--- src/rtl/inagu_ctrl_if.sv ---
// Job/step handshake bundle between the MVU input/weight AGU sequencer and its neighbours.
// master drives jobs and back-pressure; slave is the sequencer itself.
interface inagu_ctrl_if #(
    parameter int BCNT = 16
);
    logic            start;
    logic [BCNT-1:0] numsteps;
    logic            ready;
    logic            busy;
    logic            stall;
    logic            grp_end;
    logic            agu_clr;
    logic            agu_en;
    logic            rd_valid;
    logic            acc_done;
    logic            done;
    logic [31:0]     perf_stalls;

    modport master (
        output start, numsteps, stall, grp_end,
        input  ready, busy, agu_clr, agu_en, rd_valid, acc_done, done, perf_stalls
    );

    modport slave (
        input  start, numsteps, stall, grp_end,
        output ready, busy, agu_clr, agu_en, rd_valid, acc_done, done, perf_stalls
    );
endinterface

--- src/rtl/inagu_ctrl.sv ---
// Input/weight AGU sequencer: clear, stepped run under back-pressure, read-latency-aligned strobes.
// Optional stall-cycle counter enabled by defining INAGU_CTRL_PERF_EN.
module inagu_ctrl #(
    parameter int BCNT  = 16,
    parameter int RDLAT = 2
) (
    input logic         clk,
    input logic         clr,
    inagu_ctrl_if.slave bus
);
    typedef enum logic [2:0] {IDLE, CLEAR, RUN, DRAIN, DONE} state_t;

    localparam int DW = (RDLAT > 1) ? $clog2(RDLAT) : 1;

    state_t          state, state_nxt;
    logic [BCNT-1:0] cnt;
    logic [DW-1:0]   dcnt;
    logic [RDLAT:1]  en_pipe;
    logic [RDLAT:1]  acc_pipe;
    logic            accept;

    assign accept = (state == IDLE) && bus.start;

    always_comb begin
        state_nxt   = state;
        bus.ready   = 1'b0;
        bus.busy    = 1'b1;
        bus.agu_clr = 1'b0;
        bus.agu_en  = 1'b0;
        bus.done    = 1'b0;
        case (state)
            IDLE: begin
                bus.ready = 1'b1;
                bus.busy  = 1'b0;
                if (bus.start) state_nxt = CLEAR;
            end
            CLEAR: begin
                bus.agu_clr = 1'b1;
                state_nxt   = (cnt != '0) ? RUN : DRAIN;
            end
            RUN: begin
                bus.agu_en = ~bus.stall;
                if (!bus.stall && cnt == BCNT'(1)) state_nxt = DRAIN;
            end
            // Fixed RDLAT-cycle drain: after that many idle cycles the strobe
            // pipes are guaranteed empty, and a zero-length job gets the same timing.
            DRAIN: if (dcnt == DW'(RDLAT - 1)) state_nxt = DONE;
            DONE: begin
                bus.done  = 1'b1;
                state_nxt = IDLE;
            end
            default: state_nxt = IDLE;
        endcase
    end

    always_ff @(posedge clk) begin
        if (clr) begin
            state    <= IDLE;
            cnt      <= '0;
            dcnt     <= '0;
            en_pipe  <= '0;
            acc_pipe <= '0;
        end else begin
            state <= state_nxt;
            if (accept)          cnt <= bus.numsteps;
            else if (bus.agu_en) cnt <= cnt - BCNT'(1);
            dcnt        <= (state == DRAIN) ? dcnt + DW'(1) : '0;
            en_pipe[1]  <= bus.agu_en;
            acc_pipe[1] <= bus.agu_en & bus.grp_end;
            for (int i = 2; i <= RDLAT; i++) begin
                en_pipe[i]  <= en_pipe[i-1];
                acc_pipe[i] <= acc_pipe[i-1];
            end
        end
    end

    assign bus.rd_valid = en_pipe[RDLAT];
    assign bus.acc_done = acc_pipe[RDLAT];

`ifdef INAGU_CTRL_PERF_EN
    logic [31:0] perf_q;

    always_ff @(posedge clk) begin
        if (clr)
            perf_q <= '0;
        else if (accept)
            perf_q <= '0;
        else if (state == RUN && bus.stall && perf_q != '1)
            perf_q <= perf_q + 32'd1;
    end

    assign bus.perf_stalls = perf_q;
`else
    assign bus.perf_stalls = '0;
`endif
endmodule

--- src/flat_wrapper.sv ---
// flat-port wrapper written by rule: the top's interface ports become plain ports
module inagu_ctrl_flat 
#(
    parameter int BCNT  = 16,
    parameter int RDLAT = 2
)
  (clk, clr, bus_start, bus_numsteps, bus_stall, bus_grp_end, bus_ready, bus_busy, bus_agu_clr, bus_agu_en, bus_rd_valid, bus_acc_done, bus_done, bus_perf_stalls);
  inagu_ctrl_if #(.BCNT(BCNT)) bus_i ();
  input logic clk;
  input logic clr;
  input wire logic [$bits(bus_i.start)-1:0] bus_start;
  input wire logic [$bits(bus_i.numsteps)-1:0] bus_numsteps;
  input wire logic [$bits(bus_i.stall)-1:0] bus_stall;
  input wire logic [$bits(bus_i.grp_end)-1:0] bus_grp_end;
  output wire logic [$bits(bus_i.ready)-1:0] bus_ready;
  output wire logic [$bits(bus_i.busy)-1:0] bus_busy;
  output wire logic [$bits(bus_i.agu_clr)-1:0] bus_agu_clr;
  output wire logic [$bits(bus_i.agu_en)-1:0] bus_agu_en;
  output wire logic [$bits(bus_i.rd_valid)-1:0] bus_rd_valid;
  output wire logic [$bits(bus_i.acc_done)-1:0] bus_acc_done;
  output wire logic [$bits(bus_i.done)-1:0] bus_done;
  output wire logic [$bits(bus_i.perf_stalls)-1:0] bus_perf_stalls;
  assign bus_i.start = bus_start;
  assign bus_i.numsteps = bus_numsteps;
  assign bus_i.stall = bus_stall;
  assign bus_i.grp_end = bus_grp_end;
  assign bus_ready = bus_i.ready;
  assign bus_busy = bus_i.busy;
  assign bus_agu_clr = bus_i.agu_clr;
  assign bus_agu_en = bus_i.agu_en;
  assign bus_rd_valid = bus_i.rd_valid;
  assign bus_acc_done = bus_i.acc_done;
  assign bus_done = bus_i.done;
  assign bus_perf_stalls = bus_i.perf_stalls;
  inagu_ctrl #(.BCNT(BCNT), .RDLAT(RDLAT)) u_core (.clk(clk), .clr(clr), .bus(bus_i));
endmodule
--- config.mk ---
export PLATFORM = sky130hd
export DESIGN_NAME = inagu_ctrl_flat
export DESIGN_NICKNAME = d
export VERILOG_FILES = /design/src/rtl/inagu_ctrl_if.sv /design/src/rtl/inagu_ctrl.sv /design/src/flat_wrapper.sv
export SDC_FILE = /design/constraint.sdc
export NUM_CORES = 1
export LEC_CHECK = 0
export BUFFER_PORTS_ARGS = -buffer_cell sky130_fd_sc_hd__buf_2
export CAP_MARGIN = 25
export CORE_MARGIN = 4
export CORE_UTILIZATION = 50
export CTS_CLUSTER_SIZE = 20
export DETAILED_ROUTE_END_ITERATION = 7
export HOLD_SLACK_MARGIN = 0.02
export PLACE_DENSITY_LB_ADDON = 0.25
export SETUP_SLACK_MARGIN = 0.15
export SYNTH_ARGS = -nofsm -noshare
export SYNTH_HDL_FRONTEND = slang
export SYNTH_SLANG_ARGS = --single-unit
--- constraint.sdc ---
create_clock -name clk -period 6.1 [get_ports clk]
set_clock_uncertainty 0.2 [all_clocks]
set_input_delay 0.61 -clock clk [delete_from_list [all_inputs] [get_ports clk]]
set_output_delay 0.61 -clock clk [all_outputs]
set_load 0.05 [all_outputs]
==> impl_metrics.yaml, run 1 <==
min_path:
  hp-class: "reg -> reg"
  hold_depth: 1
  holdPathEnd: "u_core.en_pipe[2]"
  hp-start: "u_core.en_pipe[1]"
pwr:
  switchingPower_mw: 0.303
  p_clk_share_pct: 17.8
  total_power_mw: 0.654
  internal_power_mw: 0.351
  cellPowerDensity_nw_per_um2: 411
  seqPwrFrac_pct: 36.4
  comb_power_share_pct: 45.8
  swShare_pct: 46.3
  power_leakage_nw: 0.680
  ir_worst_vdd_uv: 243
logic_synthesis:
  synth-seq-cells: 24
  synthAdderAreaFrac_pct: 1.64
  synth_top_family_by_area: "simple AND/OR/NAND/NOR gates"
  yosysMostFrequentCell: "buf_4"
  yosysWarnings: 0
  synthTopCellsByCount: "33 x buf_4, 24 x dfxtp_1, 20 x nor2_1"
  synth_top_cell_area_share_pct: 31.5
  yosysTopAreaCell: "dfxtp_1"
  synthXorXnorAreaFrac_pct: 4.02
  synth_compound_gate_area_share_pct: 16.1
  synthMuxAreaShare_pct: 0.657
  synthTopCellsByArea: "dfxtp_1 32%, buf_4 16%, nor2_1 4.9%, a211oi_1 3.4%, xor2_1 3.4%"
  synthFlopType: "dfxtp_1"
  synth-simple-area-share_pct: 26.0
  syn_area_per_cell_um2: 8.42
  synth_seq_area_share_pct: 31.5
  syn_area_um2: 1520
  synth_edf_count: 0
  async_reset_ff_share_pct: 0
  ys_types: 45
  synthCells: 181
global_routing:
  grt_max_degree: 27
  top_usage_layer: "met2"
  track_usage_pct: 14.5
  grt.met1_usage_pct: 17.5
  grt_pass1_wl_um: 4750
  overflow: 0
  grt_pass1_vias: 1052
  antenna_found_initial: 0
  grt_util_met3_pct: 1.78
  use_met2_pct: 24.8
floorplan:
  die_area_um2: 3990
  core_area_um2: 2830
  die_width_um: 63.2
  initial_utilization_pct: 53.9
  pin_count: 60
  dieHeight_um: 63.2
  rows: 19
critical_path:
  timing.rr.start: "u_core.state[1]"
  setup.worst_path.start: "u_core.state[1]"
  worstPathArrival_ps: 1940
  cp.required_ps: 5290
  crit_path_max_fanout: 14
  r2r_slack_ps: 3700
  worstSetupPathType: "reg -> out"
  reg2reg_depth: 5
  reg2reg_to: "u_core.cnt[12]"
  cp-start-kind: "flop"
  worst_setup_path_end_kind: "output port"
route:
  routed-via-count: 1259
  via_per_inst: 5.36
  routed_wl_um: 2930
  firstDrtPassIters: 4
  ant_nets: 0
  route.detailed.drc: 0
  drtIter0Drc: 41
  wl_per_cell_um: 12.5
place:
  port_buffers: 27
  dp_slack_ps: 3550
  hpwl_um: 2180
  place_congestion: 0.769
timing:
  tightest_slew_ps: 813
  post-route-min-period_ps: 2750
  final_max_slew_viol_count: 0
  rsz0062_at_grt: "false"
  fin_setup_tns_ps: 0
  hold_viol: 0
  fmax_ghz: 0.364
  layout_setup_ws_ps: 3350
  setup_viol: 0
  hold_ws_ps: 258
  post-route-period-util_pct: 45.0
  max_slew_margin_pct: 45.7
clocking:
  cts_root_buffer: "clkbuf_4"
  worstSkewPairLatency_ps: 320
  cts_resized: 0
  clk_pin_slew_ps: 140
  cts_tree: "done"
  cts_buffer_depth: 2
  cts-htree-levels: 1
  cts-hold-fix-buffers: 0
  post_cts_buffers: 0
  cts_buffers: 3
  cts_sinks: 24
run:
  max_cap_viol_count: 0
outcome:
  outcome: "complete, no violations"
layout:
  drive_above_1_share_pct: 18.6
  areaGrowthSynthToFinish_pct: 4.35
  fin_nets: 228
  n_antenna_cell: 0
worst max path at each step:
stage	endpoint	cells past startpoint
6_report	bus_agu_en	3
5_1_grt	bus_agu_en	3
4_1_cts	bus_agu_en	3
3_5_place_dp	bus_agu_en	4
3_3_place_gp	bus_agu_en	4
2_1_floorplan	bus_busy	3
power groups by stage:
stage               combinational, mW  sequential, mW  clock [mW]
finish                          0.300           0.238       0.116
floorplan                       0.276           0.224           0
global placement                0.294           0.239           0
global route                    0.331           0.245       0.125
CTS                             0.300           0.238       0.118
detailed placement              0.299           0.241           0
state kept, by name (all words and copies together) (netlist names):
signal           cells
u_core.dcnt          1
u_core.en_pipe       2
u_core.cnt          16
u_core.acc_pipe      2
u_core.state         3
cells in the final DEF (no fill, tap or decap), types with 2 or more instances in the layout:
master	count
clkbuf_4	3
nand3_1	5
o31ai_1	3
a211oi_1	7
nor3_1	5
inv_1	4
a311oi_1	4
and2_1	2
nand2_1	7
nor2_1	20
o211ai_1	2
buf_2	27
ha_1	2
conb_1	32
o21ai_0	4
nor4b_1	4
or4_1	3
a31oi_1	2
a41oi_1	2
nand4_1	4
dfxtp_1	24
a21oi_1	5
nor2b_1	3
or3_1	4
xor2_1	6
cells by family (layout without fill, tap and decap cells):
group | count (synthesis) | after routing
flip-flops | 24 | 24
buffers and inverters | 45 | 37
adder cells (fa/ha/maj) | 2 | 2
other | 1 | 32
XOR/XNOR | 7 | 7
multiplexers | 1 | 1
AO/OA/AOI/OAI | 34 | 34
AND/OR/NAND/NOR | 67 | 67
cell type report:
class                      count  area [um2]
multi-input combinational    143         858
clock inverter                 1        30.0
clock buffer                   3        22.5
inverter                       5        20.0
sequential                    24         480
tap                           31        38.8
timing repair buffer          28         140
fill                         282        1240
through the flow:
step,utilization [%],instances,instance area (um2)
6_report,56.2,235,1590
2_1_floorplan,-,212,1640
5_1_grt,56.2,235,1590
3_5_place_dp,54.2,230,1530
3_3_place_gp,54.2,230,1530
4_1_cts,56.0,234,1590
per-layer routing:
layer,wire [um],up-vias,part of all wire (%)
li1,-,639,-
met1,1210,571,41
met2,1420,45,48
met3,232,4,7.9
met4,69,0,2.4
met5,0,-,0
worst max-delay path, stage by stage, from the launching register on:
cell and delay (ps):
dfxtp_1 570, or4b_4 540, clkinv_2 190, buf_2 300
Power figures use the tool's default switching activity.
==> run 2, diff against run 1 <==
ABC_AREA = 1   (was not set)
CORE_UTILIZATION = 45   (was 50)
clock period = 2.3 ns   (was 6.1 ns; I/O delays follow)
==> run 2 against run 1 <==
Die area is 25% higher. Sequential power grew to 2.9 times the previous value. Highest routed layer unchanged. Worst hold slack worse by 240 ps. Synthesized cell count is 51% higher. First-iteration DRC count is 100% higher. Clock-buffer cell count stayed put. Utilization is 5.7 points lower. Clock power grew to 3.3 times the previous value. Via count is 27% higher. Routed wire length is 29% higher. Register-to-register slack worse by 3300 ps. Cell area is 19% higher.
==> impl_metrics.yaml, run 2 <==
outcome:
  outcome: "complete, no violations"
route:
  via_per_inst: 4.61
  firstDrtPassIters: 4
  routed-via-count: 1601
  wl_per_cell_um: 10.9
  ant_nets: 0
  drtIter0Drc: 83
  route.detailed.drc: 0
  routed_wl_um: 3800
layout:
  n_antenna_cell: 0
  fillers: 398
  largest_register_ffs: 16
  areaGrowthSynthToFinish_pct: 6.63
  multi_input_area_um2: 992
  final_util_pct: 50.5
  final_common_cell: "nand2_1"
  largest_register: "u_core.cnt"
  largest_registers: "u_core.cnt (16), u_core.state (3)"
  drive_above_1_share_pct: 18.4
  fin_nets: 323
  final-seq-area_um2: 480
  final_cell_mix: "61 x nand2_1, 35 x nor2_1, 34 x inv_1"
critical_path:
  worstSetupPathType: "reg -> out"
  worst_setup_path_end_kind: "output port"
  worstPathArrival_ps: 1560
  cp.required_ps: 1870
  crit_path_max_fanout: 13
  cp-start-kind: "flop"
timing:
  hold_viol: 0
  layout_setup_ws_ps: 309
  final_max_slew_viol_count: 0
  rsz0062_at_grt: "false"
  fmax_ghz: 0.502
  post-route-min-period_ps: 1990
  fin_setup_tns_ps: 0
  post-route-period-util_pct: 86.6
  setup_viol: 0
logic_synthesis:
  synthCells: 273
  yosysWarnings: 0
  synthTopCellsByArea: "dfxtp_1 27%, buf_4 14%, nand2_1 13%, nor2_1 7.4%, inv_1 7.2%"
  syn_area_per_cell_um2: 6.49
  synth-seq-cells: 24
  synth_top_cell_area_share_pct: 27.1
  syn_area_um2: 1770
  yosysTopAreaCell: "dfxtp_1"
  synth_seq_area_share_pct: 27.1
  synthFlopType: "dfxtp_1"
  synth_edf_count: 0
  synthTopCellsByCount: "61 x nand2_1, 35 x nor2_1, 34 x inv_1"
  async_reset_ff_share_pct: 0
  yosysMostFrequentCell: "nand2_1"
  ys_types: 30
clocking:
  cts_buffer_depth: 2
  cts-htree-levels: 1
  clk_pin_slew_ps: 90
  cts_sinks: 24
  cts_buffers: 3
  worstSkewPairLatency_ps: 270
  cts_tree: "done"
  cts_root_buffer: "clkbuf_8"
floorplan:
  initial_utilization_pct: 47.4
  die_width_um: 70.8
  core_area_um2: 3740
  pin_count: 60
  die_area_um2: 5010
  rows: 22
  dieHeight_um: 70.8
pwr:
  ir_worst_vdd_uv: 791
  internal_power_mw: 1.32
  p_clk_share_pct: 13.4
  comb_power_share_pct: 62.5
  swShare_pct: 53.6
  seqPwrFrac_pct: 24.2
  power_leakage_nw: 0.986
  cellPowerDensity_nw_per_um2: 1500
  switchingPower_mw: 1.52
global_routing:
  grt_pass1_vias: 1313
  track_usage_pct: 14.7
  grt_pass1_wl_um: 5970
  top_usage_layer: "met2"
  use_met2_pct: 22.2
  grt.met1_usage_pct: 20.9
  overflow: 0
  grt_max_degree: 32
  grt_util_met3_pct: 3.27
  antenna_found_initial: 0
place:
  dp_slack_ps: 462
  port_buffers: 27
  hpwl_um: 2850
  place_congestion: 0.898
min_path:
  hp-class: "in -> reg"
run:
  max_cap_viol_count: 0
==> run 2: cell types whose count changed after synthesis, sizes merged, moves of 4 or more <==
cell,change
nand2,+61
nor4b,-4
a21oi,+5
clkbuf,-4
a311oi,-4
nand3,+23
o21ai,+7
or3,-4
a211oi,-7
inv,+31
xor2,-6
nor2,+17
==> run 2: cell type report <==
class	count	area share [%]
multi-input cells	207	52.5
flip-flops and latches	24	25.4
repair buffers	29	8.07
inverters	35	7.08
well taps	48	3.18
clock buffers	3	2.18
clock inverters	1	1.59
==> run 2: per-stage QoR <==
step / area [um2] / hold slack [ps] / cells / total power [mW]
floorplan: 1890 / 153 / 304 / 2.21
global placement: 1800 / 191 / 342 / 2.43
detailed placement: 1800 / 196 / 342 / 2.44
CTS: 1890 / 20.0 / 347 / 2.84
global route: 1890 / 34.4 / 347 / 3.10
finish: 1890 / 21.9 / 347 / 2.84
==> run 2: power by group through the flow <==
stage / Combinational (mW) / Clock [mW] / Sequential, mW
4_1_cts: 1.76 / 0.390 / 0.682
6_report: 1.77 / 0.379 / 0.686
2_1_floorplan: 1.55 / 0 / 0.659
5_1_grt: 1.99 / 0.403 / 0.704
3_5_place_dp: 1.76 / 0 / 0.689
3_3_place_gp: 1.74 / 0 / 0.690
==> run 2: final timing paths <==
kind / from / end / slack, ps / cells past startpoint
worst max register to register: u_core.state[1] / u_core.cnt[12] / 440 / 8
worst max-delay path: u_core.state[2] / bus_agu_en / 310 / 4
worst min-delay path: bus_numsteps[2] / u_core.cnt[2] / 20 / 3
worst min register to register: u_core.en_pipe[1] / u_core.en_pipe[2] / 210 / 2
==> run 2: cell families after synthesis <==
family	synth area share, %
compound gates	9.88
flops	27.1
buf+inv	24.1
other cells	0.212
fa+ha+maj	1.41
simple gates	37.3
==> run 2: critical path: stages (launching register included) <==
cell	delay (ps)
dfxtp_1	370
nor2_2	190
nand2_1	130
nor2_4	280
buf_2	330
==> run 2: metal layers <==
metal  vias to the layer above  wire (um)  share of wire, %
met1                       689       1820                48
met3                         4        297               7.8
met2                        62       1630                43
li1                        846          -                 -
met5                         -          0                 0
met4                         0         50               1.3
==> run 2: what timing repair did <==
action                                 in CTS  in global routing
endpoints found under the hold margin       1                  0
setup endpoints to repair                   0                  1
hold buffers                                1                  0
setup buffers                               0                  0
resized for setup                           0                  1
